<file path="src/rtl/majority_window_filter.sv">
// majority_window_filter
//   Streaming majority vote over the last WINDOW accepted serial samples.
//   A running ones-count is updated incrementally: the newest bit is added and,
//   once the window is full, the bit shifted out is subtracted.
//   Optional feature: define MAJ_WINDOW_HYST_EN for a set/clear hysteresis vote
//   (set at cnt >= THRESHOLD, clear at cnt <= HYST_LO, otherwise hold).
module majority_window_filter #(
    parameter int WINDOW    = 5,
    parameter int THRESHOLD = WINDOW / 2 + 1,
    parameter int HYST_LO   = WINDOW / 2 - 1
) (
    input  logic                           clk,
    input  logic                           rst,
    input  logic                           in_valid,
    input  logic                           in_bit,
    input  logic                           flush,
    output logic                           out_valid,
    output logic                           out_num,
    output logic [$clog2(WINDOW+1)-1:0]    out_count,
    output logic                           full
);

    localparam int CW = $clog2(WINDOW + 1);
    localparam logic [CW-1:0] WIN_C = CW'(WINDOW);
    localparam logic [CW-1:0] THR_C = CW'(THRESHOLD);
    localparam logic [CW-1:0] HYS_C = CW'(HYST_LO);

    // Elaboration-time guard on the legal parameter space
    if (WINDOW < 3 || WINDOW > 64 || THRESHOLD < 1 || THRESHOLD > WINDOW
        || HYST_LO >= THRESHOLD || HYST_LO < 0) begin : g_param_check
        $error("majority_window_filter: illegal parameter combination");
    end

    logic [WINDOW-1:0] win;
    logic [CW-1:0]     cnt;
    logic [CW-1:0]     fill;
    logic [CW-1:0]     cnt_next;
    logic [CW-1:0]     fill_next;
    logic              win_full;
    logic              dropped;
    logic              vote_next;

    assign win_full  = (fill == WIN_C);
    assign full      = win_full;
    assign out_count = cnt;

    // Next-state count/fill and the vote for the sample currently offered
    always_comb begin
        dropped   = win_full ? win[WINDOW-1] : 1'b0;
        cnt_next  = cnt + {{(CW-1){1'b0}}, in_bit} - {{(CW-1){1'b0}}, dropped};
        fill_next = win_full ? fill : fill + {{(CW-1){1'b0}}, 1'b1};
`ifdef MAJ_WINDOW_HYST_EN
        if (cnt_next >= THR_C)
            vote_next = 1'b1;
        else if (cnt_next <= HYS_C)
            vote_next = 1'b0;
        else
            vote_next = out_num;
`else
        vote_next = (cnt_next >= THR_C);
`endif
    end

    // Window, counters and registered vote; flush has priority over a sample
    always_ff @(posedge clk or posedge rst) begin
        if (rst) begin
            win       <= '0;
            cnt       <= '0;
            fill      <= '0;
            out_num   <= 1'b0;
            out_valid <= 1'b0;
        end else if (flush) begin
            win       <= '0;
            cnt       <= '0;
            fill      <= '0;
            out_num   <= 1'b0;
            out_valid <= 1'b0;
        end else if (in_valid) begin
            win       <= {win[WINDOW-2:0], in_bit};
            cnt       <= cnt_next;
            fill      <= fill_next;
            out_valid <= (fill_next == WIN_C);
            if (fill_next == WIN_C)
                out_num <= vote_next;
        end else begin
            out_valid <= 1'b0;
        end
    end

endmodule

</file>
<file path="config.mk">
export PLATFORM = sky130hd
export DESIGN_NAME = majority_window_filter
export DESIGN_NICKNAME = d
export VERILOG_FILES = /design/src/rtl/majority_window_filter.sv
export SDC_FILE = /design/constraint.sdc
export NUM_CORES = 1
export LEC_CHECK = 0
export BUFFER_PORTS_ARGS = -buffer_cell sky130_fd_sc_hd__buf_2
export CELL_PAD_IN_SITES_DETAIL_PLACEMENT = 0
export CELL_PAD_IN_SITES_GLOBAL_PLACEMENT = 1
export CORE_MARGIN = 2
export CORE_UTILIZATION = 41
export DETAILED_ROUTE_END_ITERATION = 8
export GPL_ROUTABILITY_DRIVEN = 0
export GPL_TIMING_DRIVEN = 1
export PLACE_DENSITY_LB_ADDON = 0.1
export SLEW_MARGIN = 10
export SYNTH_ARGS = -nofsm -noshare
export SYNTH_HDL_FRONTEND = slang
export SYNTH_SLANG_ARGS = --single-unit
</file>
<file path="constraint.sdc">
create_clock -name clk -period 3.35 [get_ports clk]
set_clock_uncertainty 0.15 [all_clocks]
set_input_delay 0.67 -clock clk [delete_from_list [all_inputs] [get_ports clk]]
set_output_delay 0.67 -clock clk [all_outputs]
set_load 0.005 [all_outputs]
</file>
**Word-level counts from Yosys, hierarchy flattened**

Cells that the tools add are included.
Widths: inputs -> output; s select.

- Add/sub/neg operators: 3
- Mux-type cells: 13
- Equal/unequal tests: 2
- $lt $le $gt $ge: 1
- Reductions and logical operators: 3

Operators with widths:

| cell | count |
|---|---|
| $mux 3 | 5 |
| $mux 5 | 2 |
| $eq 3x3->1 const B | 2 |
| $mux 1 | 6 |
| $reduce_bool 2->1 | 2 |
| $add 3x1->3 | 1 |
| $add 3x1->3 const B | 1 |
| $ge 3x2->1 const B | 1 |
| $sub 3x1->3 | 1 |
| $reduce_and 2->1 | 1 |

- Word-level logic and storage cells: 27
- Flip-flop bits (word level): 13
- Output and inout bits: 6
- Input port bits: 5

**Logic depth before layout (Yosys ltp)**

- Word-level depth: 7
- Depth in mapped cells: 12

**Worst setup path before layout**

No wires, ideal clock.

- Kind: register to register
- From: reg fill[0]
- To: reg out_num
- Arrival: 2.339 ns
- Required time: 3.075 ns
- Clock period less this slack: 2.614 ns
- Path slack: 0.736 ns
- Setup time: 0.125 ns
- Cell stages (with the launch flop): 12
- Path through: dfrtp_1 -> ha_1 -> and3_1 -> ha_1 -> inv_1 -> ha_1 -> inv_1 -> fa_1 -> xor2_1 -> xnor2_1 -> a21oi_1 -> mux2_4

- Longest elaborated chain between the ends: 7
- Elaborated cells between the ends (all ways): 12
- Classes of those cells: add/sub (2); order compare (1); eq/ne (2); mux (5); reduce/logical (2)

Ends and longest elaborated chain:

| item | RTL line | text |
|---|---|---|
| start: declaration | 36 | `logic [CW-1:0] fill;` |
| start signal: assignment | 81 | `fill <= fill_next;` |
| $eq 3x3->1 | 43 | `assign win_full = (fill == WIN_C);` |
| $mux 1 | 49 | `dropped = win_full ? win[WINDOW-1] : 1'b0;` |
| $sub 3x1->3 | 50 | `cnt_next = cnt + {{(CW-1){1'b0}}, in_bit} - {{(CW-1){1'b0}}, dropped};` |
| $ge 3x2->1 | 60 | `vote_next = (cnt_next >= THR_C);` |
| $mux 1 | 83 | `if (fill_next == WIN_C)` |
| $mux 1 | 78 | `end else if (in_valid) begin` |
| $mux 1 | 72 | `end else if (flush) begin` |
| end signal: assignment | 84 | `out_num <= vote_next;` |
| end: declaration | 18 | `output logic out_num,` |

Parallel ways exist; a longest one is shown, timed or not. The select of a mux whose other input is x is not followed.
A chain may end at the register's enable or synchronous reset.

**Worst setup path in the final report**

Ends and elaborated chain as after synthesis.

==> metrics.cfg <==
[timing]
final_max_slew_viol_count = 0
final_hold_viol_count = 0
rsz0062_at_grt = no
min_period_ns = 2.75
timing.fmax_mhz = 364
finalSetupViolCount = 0
setup_slack_ns = 0.602
setup_tns_ns = 0
max_slew.worst_pin.slew_ns = 0.499
finalCritPeriodShare_pct = 82.0
relSlewSlack_pct = 66.7

[power_and_ir_drop]
peakVddDrop_v = 0.000242
power_frac_seq_pct = 52.6
internal_power_w = 0.000238
p_comb_share_pct = 17.4
clockPowerShare_pct = 30.0
power_density_nw_per_um2 = 418
leakagePower_nw = 0.427
switching_share_pct = 27.5
power.switching_w = 0.0000902

[setup_path]
startpoint_type = flop
path_max_fanout = 5
worstRegToRegCells = 11
endpoint_kind = flop
crit_type = flop to flop
cp_data_required_time_ns = 3.37
critPathArrivalTime_ns = 2.77

[cells_and_area]
drive_above_1_share_pct = 20.5
syn2layout_area_growth_pct = 12.6
final_cells = 94
utilization_pct = 50.9
finalInstanceArea_sq_um = 785
n_fill_cell = 150
diodes = 0
nets = 89

[routing]
drt-initial-drc-count = 2
routed_wl_mm = 1.14
vias = 466
vias_per_cell = 4.96
dr.pass1.iters = 2
ant_nets = 0
drc = 0
drt-wirelength-per-cell_um = 12.1

[run_status]
status = completed

[synthesis]
syn_inst = 66
synth-seq-cells = 13
ys_seq_area_share_pct = 46.7
netlist_area_sq_um = 697
avgSynthCellArea_sq_um = 10.6
yosysUniqueCellTypes = 23
synth_warnings = 0
postSynthNetCount = 76

[die]
initial_core_util_pct = 45.2
num_rows = 14
die_area_sq_um = 2050
core_sq_um = 1540
io_pins = 11
die_h_um = 45.2
die_w_um = 45.2

[cts]
cts_resized = 0
post_cts_buffers = 0
root_buffer = clkbuf_4
clockBufferDepth = 2
numCtsBuffers = 3
numClockSinks = 13
clk_pin_slew_ns = 0.09
h-tree-depth = 1
clock_latency_ns = 0.27
ctsHoldBuffers = 0
cts_tree = done

[grt]
grt_util_all_layers_pct = 14.2
first_global_vias = 433
overflow = 0
antenna_found_initial = 0
grt_pass1_wl_mm = 1.97
grt_max_degree = 16

[placement]
placed_area_sq_um = 758
dp_hpwl_um = 820
place_ws_ns = 0.576
dp.cells = 90
port_buffers = 10

[min_path]
hold_class = input port to asynchronous set/reset pin

[flow_run]
maxCapViolCount = 0

-- metrics by stage --
step	hold WS [ns]	total power, W
6_report	0.253	0.000328
5_1_grt	0.292	0.000353
4_1_cts	0.274	0.000336
3_5_place_dp	0.359	0.000234
3_3_place_gp	0.348	0.000233
2_1_floorplan	0.328	0.000219
-- metal layers --
metal,track usage [%],wire [um],up-vias
met5,0,0,-
met4,8.82,0,0
met3,4.80,34,0
met2,20.0,537,9
met1,18.5,568,214
li1,-,-,243
-- worst paths after layout --
path                       startpoint      endpoint  slack, ns
setup / recovery              fill[0]       out_num       0.60
hold / removal                    rst       fill[1]       0.25
setup reg to reg              fill[0]       out_num       0.60
hold reg to reg                win[3]        win[4]       0.38
max in group asynchronous         rst  out_count[1]       2.46
min in group clk               win[3]        win[4]       0.38
-- logic make-up (layout without fill, tap and decap cells) --
| group | count (synthesis) | in the layout | share of synthesized area, % |
|---|---|---|---|
| adders and majority gates | 5 | 5 | 10.1 |
| AOI/OAI and AO/OA | 7 | 7 | 7.72 |
| buffers and inverters | 8 | 20 | 4.49 |
| xor gates and xnor gates | 4 | 4 | 5.03 |
| DFF | 13 | 13 | 46.7 |
| and+or+nand+nor | 22 | 22 | 15.3 |
| muxes | 7 | 7 | 10.8 |
-- final cells by class --
class                           instances  area (sq um)  share of cell area, %
Clock buffer                            4          26.3                   3.35
Inverter                                6          22.5                   2.87
Multi-Input combinational cell         45           340                   43.4
Sequential cell                        13           325                   41.5
Tap cell                               16          20.0                   2.55
Timing Repair Buffer                   10          50.0                   6.38
-- power groups by stage --
stage	clock network, W	registers [W]	logic (W)
floorplan	0	0.000175	0.0000443
global placement	0	0.000175	0.0000578
detailed placement	0	0.000176	0.0000583
CTS	0.000105	0.000173	0.0000589
global route	0.000114	0.000174	0.0000656
finish	0.0000984	0.000172	0.0000572
-- synthesized netlist by cell type --
library cell	instances	share of area, %
a211oi_1	1	1.1
a21oi_1	3	2.2
a311oi_1	1	1.3
a31oi_1	1	0.90
and3_1	1	0.90
buf_2	1	0.72
clkbuf_1	1	0.54
dfrtp_1	13	47
fa_1	1	2.9
ha_1	4	7.2
inv_1	6	3.2
mux2_4	1	2.2
mux2i_1	6	8.6
nand2_1	5	2.7
nand2b_1	1	0.90
nand2b_4	1	2.0
nor2_1	10	5.4
nor2b_1	1	0.90
nor3_1	2	1.4
nor3b_1	1	1.1
o32ai_2	1	2.3
xnor2_1	1	1.3
xor2_1	3	3.8
-- registers in the layout (all words and copies together), names as in the netlist --
name	flops
out_count	3
win	5
out_valid	1
fill	3
out_num	1
-- critical path, cell delays in order, from the launching register on --
cell and delay, ns:
dfrtp_1 0.44, ha_1 0.28, and3_1 0.20, ha_1 0.26, inv_1 0.05, ha_1 0.12, inv_1 0.04, fa_1 0.37
xor2_1 0.22, xnor2_1 0.15, a21oi_1 0.08, mux2_4 0.27
-- cells in the final DEF, fill, tap and decap left out --
master,netlist,routed
nand2b_1,1,1
nor2_1,10,10
a31oi_1,1,1
dfrtp_1,13,13
a311oi_1,1,1
o32ai_2,1,1
nor3_1,2,2
nor2b_1,1,1
a21oi_1,3,3
mux2_4,1,1
nand2b_4,1,1
a211oi_1,1,1
xnor2_1,1,1
clkbuf_4,0,3
nor3b_1,1,1
fa_1,1,1
nand2_1,5,5
clkbuf_1,1,1
buf_2,1,10
and3_1,1,1
inv_1,6,6
ha_1,4,4
xor2_1,3,3
mux2i_1,6,6
(Power assumes the default switching activity.)
